## config.mk

```make
export PLATFORM = sky130hd
export DESIGN_NAME = pc_redirect_unit
export DESIGN_NICKNAME = d
export VERILOG_FILES = /design/src/rtl/pc_redirect_unit.sv
export SDC_FILE = /design/constraint.sdc
export NUM_CORES = 1
export LEC_CHECK = 0
export ABC_AREA = 0
export BUFFER_PORTS_ARGS = -buffer_cell sky130_fd_sc_hd__buf_2
export CORE_UTILIZATION = 59
export CTS_CLUSTER_DIAMETER = 40
export DETAILED_ROUTE_END_ITERATION = 10
export GPL_ROUTABILITY_DRIVEN = 0
export PLACE_DENSITY = 0.83
export SLEW_MARGIN = 15
export SYNTH_ARGS = -nofsm -noshare
export SYNTH_HDL_FRONTEND = slang
export SYNTH_SLANG_ARGS = --single-unit
```

## constraint.sdc

```tcl
create_clock -name clk -period 5.8 [get_ports clk]
set_input_delay 1.16 -clock clk [delete_from_list [all_inputs] [get_ports clk]]
set_output_delay 1.16 -clock clk [all_outputs]
set_load 0.1 [all_outputs]
```

## src/rtl/pc_redirect_unit.sv

```systemverilog
// Program-counter and fetch-redirect stage.
// Owns the PC, drives the instruction-fetch request, turns EX-stage branch/jump
// decisions into PC redirects and pipeline flushes, holds a redirect that
// arrives while a fetch is still outstanding, and stops fetching on halt.
module pc_redirect_unit #(
  parameter int              XLEN     = 32,
  parameter logic [XLEN-1:0] RESET_PC = '0
) (
  input  logic            clk,
  input  logic            rst_n,
  input  logic            stall,
  input  logic            br_taken,
  input  logic            jump,
  input  logic [XLEN-1:0] target,
  input  logic            halt,
  input  logic            imem_ready,
  output logic [XLEN-1:0] pc,
  output logic            imem_req,
  output logic            flush_if_id,
  output logic            flush_id_ex,
  output logic            halted,
  output logic [31:0]     redirect_cnt
);

  typedef enum logic [1:0] {
    RUN  = 2'd0,
    PEND = 2'd1,
    HALT = 2'd2
  } state_t;

  state_t          state;
  state_t          state_nxt;
  logic [XLEN-1:0] pc_nxt;
  logic [XLEN-1:0] saved_target;
  logic [XLEN-1:0] saved_nxt;
  logic [XLEN-1:0] eff_target;
  logic [31:0]     cnt_nxt;
  logic            redirect;

  // Instruction addresses are word aligned; the low target bits are dropped.
  logic unused_target_bits;
  assign unused_target_bits = ^target[1:0];

  assign redirect   = br_taken | jump;
  assign eff_target = {target[XLEN-1:2], 2'b00};

  // Next-state, next-PC and flush decode; a redirect outranks both halt and stall.
  always_comb begin
    state_nxt   = state;
    pc_nxt      = pc;
    saved_nxt   = saved_target;
    cnt_nxt     = redirect_cnt;
    flush_if_id = 1'b0;
    flush_id_ex = 1'b0;
    unique case (state)
      RUN: begin
        if (redirect) begin
          flush_if_id = 1'b1;
          flush_id_ex = 1'b1;
          cnt_nxt     = redirect_cnt + 32'd1;
          if (imem_ready || !imem_req) begin
            pc_nxt = eff_target;
          end else begin
            // Outstanding fetch: keep the address stable, apply target later.
            saved_nxt = eff_target;
            state_nxt = PEND;
          end
        end else if (halt) begin
          state_nxt = HALT;
        end else if (!stall && imem_req && imem_ready) begin
          pc_nxt = pc + XLEN'(4);
        end
      end
      PEND: begin
        // The fetch still in flight is wrong-path; discard whatever it returns.
        flush_if_id = 1'b1;
        if (imem_ready) begin
          pc_nxt    = saved_target;
          state_nxt = RUN;
        end
      end
      HALT: begin
        state_nxt = HALT;
      end
      default: begin
        state_nxt = RUN;
      end
    endcase
    if (!rst_n) begin
      flush_if_id = 1'b0;
      flush_id_ex = 1'b0;
    end
  end

  // State, PC, pending target, fetch request and redirect counter registers.
  always_ff @(posedge clk or negedge rst_n) begin
    if (!rst_n) begin
      state        <= RUN;
      pc           <= RESET_PC;
      saved_target <= '0;
      imem_req     <= 1'b0;
      halted       <= 1'b0;
      redirect_cnt <= 32'd0;
    end else begin
      state        <= state_nxt;
      pc           <= pc_nxt;
      saved_target <= saved_nxt;
      imem_req     <= (state_nxt != HALT);
      halted       <= (state_nxt == HALT);
      redirect_cnt <= cnt_nxt;
    end
  end

endmodule

```

# Yosys cells after proc, flatten, opt, wreduce, memory -nomap -nowiden
# Cells that the tools add are included.
# word_totals
regBits	98
input_bits	39
elab_cells	44
out_inout_bits	68
# op_classes
eq_ne	8
add_sub_neg	2
n_reduce_logical	10
mux	16
bitwise_logic	2
# op_table
operator	n
$mux 32	5
$pmux 32 s2	1
$add 32x1->32 const B	1
$add 32x3->32 const B	1
$ne 3x3->1 const B	3
$mux 2	4
$pmux 2 s3	1
$reduce_and 5->1	1
$eq 2x2->1 const B	2
$mux 1	4
$ne 2x2->1 const B	2
$reduce_and 3->1	1
$eq 2x1->1 const B	1
$logic_and 1x1->1	2
$logic_not 1->1	2
$logic_not 2->1	1
$pmux 1 s2	1
$reduce_and 2->1	1
$reduce_bool 2->1	1
$logic_or 1x1->1	1
$not 1->1	1
$or 1x1->1	1

# Logic depth before layout (Yosys ltp)
# depth
ltp_word	7
mapped_depth	7
depth_no_buf	6

# Worst setup path after synthesis
# OpenSTA, ideal clock, no wires.
# synth_timing
path_kind	input port to output port
from	input jump
to	output flush_if_id
path_stages	2
arrival_time_ps	3451
required_time_ps	4640
setup_slack_ps	1189
path_buffers	0
cell_sequence	nor3_1 -> nor3b_1
# synth_between
elab_chain_cells	4
# synth_lines
element	line_no	source
from (decl)	13	input logic jump,
$or 1x1->1	44	assign redirect = br_taken | jump;
$mux 1	57	if (redirect) begin
$pmux 1 s2	55	unique case (state)
$mux 1	89	if (!rst_n) begin
to (decl)	19	output logic flush_if_id,
# Every way passes these cells.

# Worst setup path in the final report
# layout_timing
from	input jump
to	output flush_id_ex
# layout_between
elab_chain_cells	4
# layout_lines
element	line_no	source
$or 1x1->1	44	
$mux 1	57	
$mux 1	55	
$mux 1	89	
to (decl)	20	output logic flush_id_ex,
# Every way passes these cells.

==> flow_summary_export.csv <==
group,metric,value,unit
grt,grt_overflow,0,
yosys,yosysTopAreaCell,"dfrtp_1",
critical_path,startpoint_type,"input pin",
cts,post_cts_resized,0,
run,cap_violations,0,
die,die_area,8860,sq um
run_status,status,"finished, final reports clean",
hold_path,hp-class,"reg2reg",
sta,hold_viol_final,0,
yosys,seq_area_frac_synth,48.0,%
sta,relSlewSlack,22.5,%
power,leakagePower,0.00263,uW
place,port_buffers,102,
final_layout,diodes,0,
die,row_count,33,
sta,worstMarginPinSlew,1160,ps
die,die_w,94.1,um
cts,numCtsBuffers,9,
yosys,synth_cell_types,52,
cts,cts_tree,"yes",
sta,fin_crit_sh,63.0,%
cts,holdBufCountCts,0,
cts,cts-root-buf,"clkbuf_8",
final_layout,area_delta_synth_final,14.7,%
final_layout,final_cells,697,
grt,first_global_vias,4070,
routing,vias_per_cell,6.27,
routing,dr.pass1.iters,5,
yosys,syn-cell-area,5010,sq um
critical_path,r2r_start,"state[0]",
grt,grt_use_total,29.2,%
cts,htreeDepth,3,
yosys,synthTopCellsByCount,"dfrtp_1 (96), nand2_1 (47), nor2_1 (36)",
die,io_pins,107,
power,ir_drop,0.643,mV
critical_path,crit_type,"in2out",
sta,fmax,274,MHz
cts,cts_sinks,96,
critical_path,crit_arrival,2490,ps
place,dp_hpwl,8470,um
sta,post-route-min-period,3650,ps
sta,rsz0062_at_grt,"false",
routing,dr.first_iter.drc_count,372,
yosys,yosysWarnings,0,
sta,setup_viol,0,
yosys,avgSynthCellArea,10.1,sq um
die,core_area,8220,sq um
grt,grt_max_degree,54,
routing,dr_total_vias,4370,
critical_path,cp-end-kind,"output pin",
die,dieHeight,94.1,um
routing,antenna_left,0,
grt,grt_pass1_wl,19800,um
die,start_util,60.9,%
yosys,synth_enable_flop_cells,0,
place,post-place-cells,681,
critical_path,path_max_fanout,30,
yosys,synth_top_area_share,48.0,%
routing,wl_per_cell,17.9,um
routing,totalWireLength,12500,um
yosys,ys.flop_type,"dfrtp_1",
critical_path,ff2ff_setup_slack,2880,ps
final_layout,drive_above_1_share,27.4,%
power,p_total,3580,uW
final_layout,num-nets-final,628,
yosys,yosysMostFrequentCell,"dfrtp_1",
critical_path,required,4640,ps
yosys,synthCells,498,
cts,cts_setup_buffers,0,
sta,slew_viol_final,0,
yosys,async_flop_share,100,%
cts,clock_latency,370,ps
sta,final.setup_skew,10.4,ps
yosys,synth-seq-cells,96,
cts,clkTransAtPathRegs,80,ps
sta,setup-tns-final,0,ps
grt,antenna_found_initial,1,
power,power_density,624,nW/um^2
yosys,netlist_top_cells_area,"dfrtp_1 (48%), mux2_2 (7.0%), xnor2_1 (5.1%)",
critical_path,startpoint,"jump",
hold_path,hold_start,"redirect_cnt[27]",
routing,drc,0,
cts,ctsLongestPathBuffers,2,
sequential cells by signal (all words and copies together), names as in the netlist:
register and cells:
redirect_cnt 32, imem_req 1, saved_target 30, halted 1, state 2, pc 30
metrics by stage:
stage	instance area (sq um)	setup slack [ps]	utilization [%]	hold WS, ps
after global routing	5740	2050	69.9	511
after detailed placement	5550	2170	67.5	475
after floorplan	5010	1190	-	471
final	5740	2150	69.9	488
after CTS	5740	2170	69.9	492
after global placement	5550	2180	67.5	460
report_power, final:
group          internal [uW]  switching, uW
registers                918            285
clock network            211            237
logic                    456           1480
total                   1580           2000
cell type report:
type | count | area [sq um]
Clock buffer | 11 | 141
Sequential cell | 96 | 2400
Timing Repair Buffer | 106 | 543
Fill cell | 630 | 2470
Inverter | 5 | 18.8
Multi-Input combinational cell | 369 | 2450
Clock inverter | 5 | 56.3
Tap cell | 105 | 131
worst max-delay path, stage by stage:
cell,delay (ps)
buf_2,120
or2_2,510
and3_1,250
buf_2,440
layer usage:
metal / track usage [%] / part of all wire (%) / up-vias / wire length [um]
met3: 5.26 / 6.0 / 29 / 749
met2: 49.8 / 49 / 202 / 6150
li1: - / - / 1998 / -
met1: 37.1 / 43 / 2141 / 5320
met4: 10.0 / 1.9 / 0 / 234
met5: 0 / 0 / - / 0
kinds of logic after synthesis:
kind of cell | synth area share (%)
simple gates | 19.5
compound gates | 14.2
flops | 48.0
xor+xnor | 7.52
buf+inv | 3.20
mux | 6.97
fa+ha+maj | 0.500
other cells | 0.0749
cell usage in the layout, fill, tap and decap left out, types with 4 or more instances in the layout:
master      n
a311oi_1    5
buf_2     101
buf_4       5
a21oi_1    29
mux2_2     31
a31oi_1     4
dfrtp_1    96
a32oi_1     6
inv_1       5
and2_1      9
nand2_1    47
nand3_1    24
clkbuf_8   10
nor2_1     35
o211ai_1    4
a221oi_1    5
nand4_1    23
nor3_1      9
xnor2_1    29
and4_1      6
and3_1     16
o21ai_0    20
xor2_1     14
path summary, 6_finish.rpt:
check,end,cells after the start
setup / recovery,flush_id_ex,4
hold / removal,redirect_cnt[27],1
setup reg to reg,pc[29],4
hold reg to reg,redirect_cnt[27],1
max in group asynchronous,pc[29],2
min in group asynchronous,redirect_cnt[16],1
No activity file was read; power rests on OpenSTA's default activity.
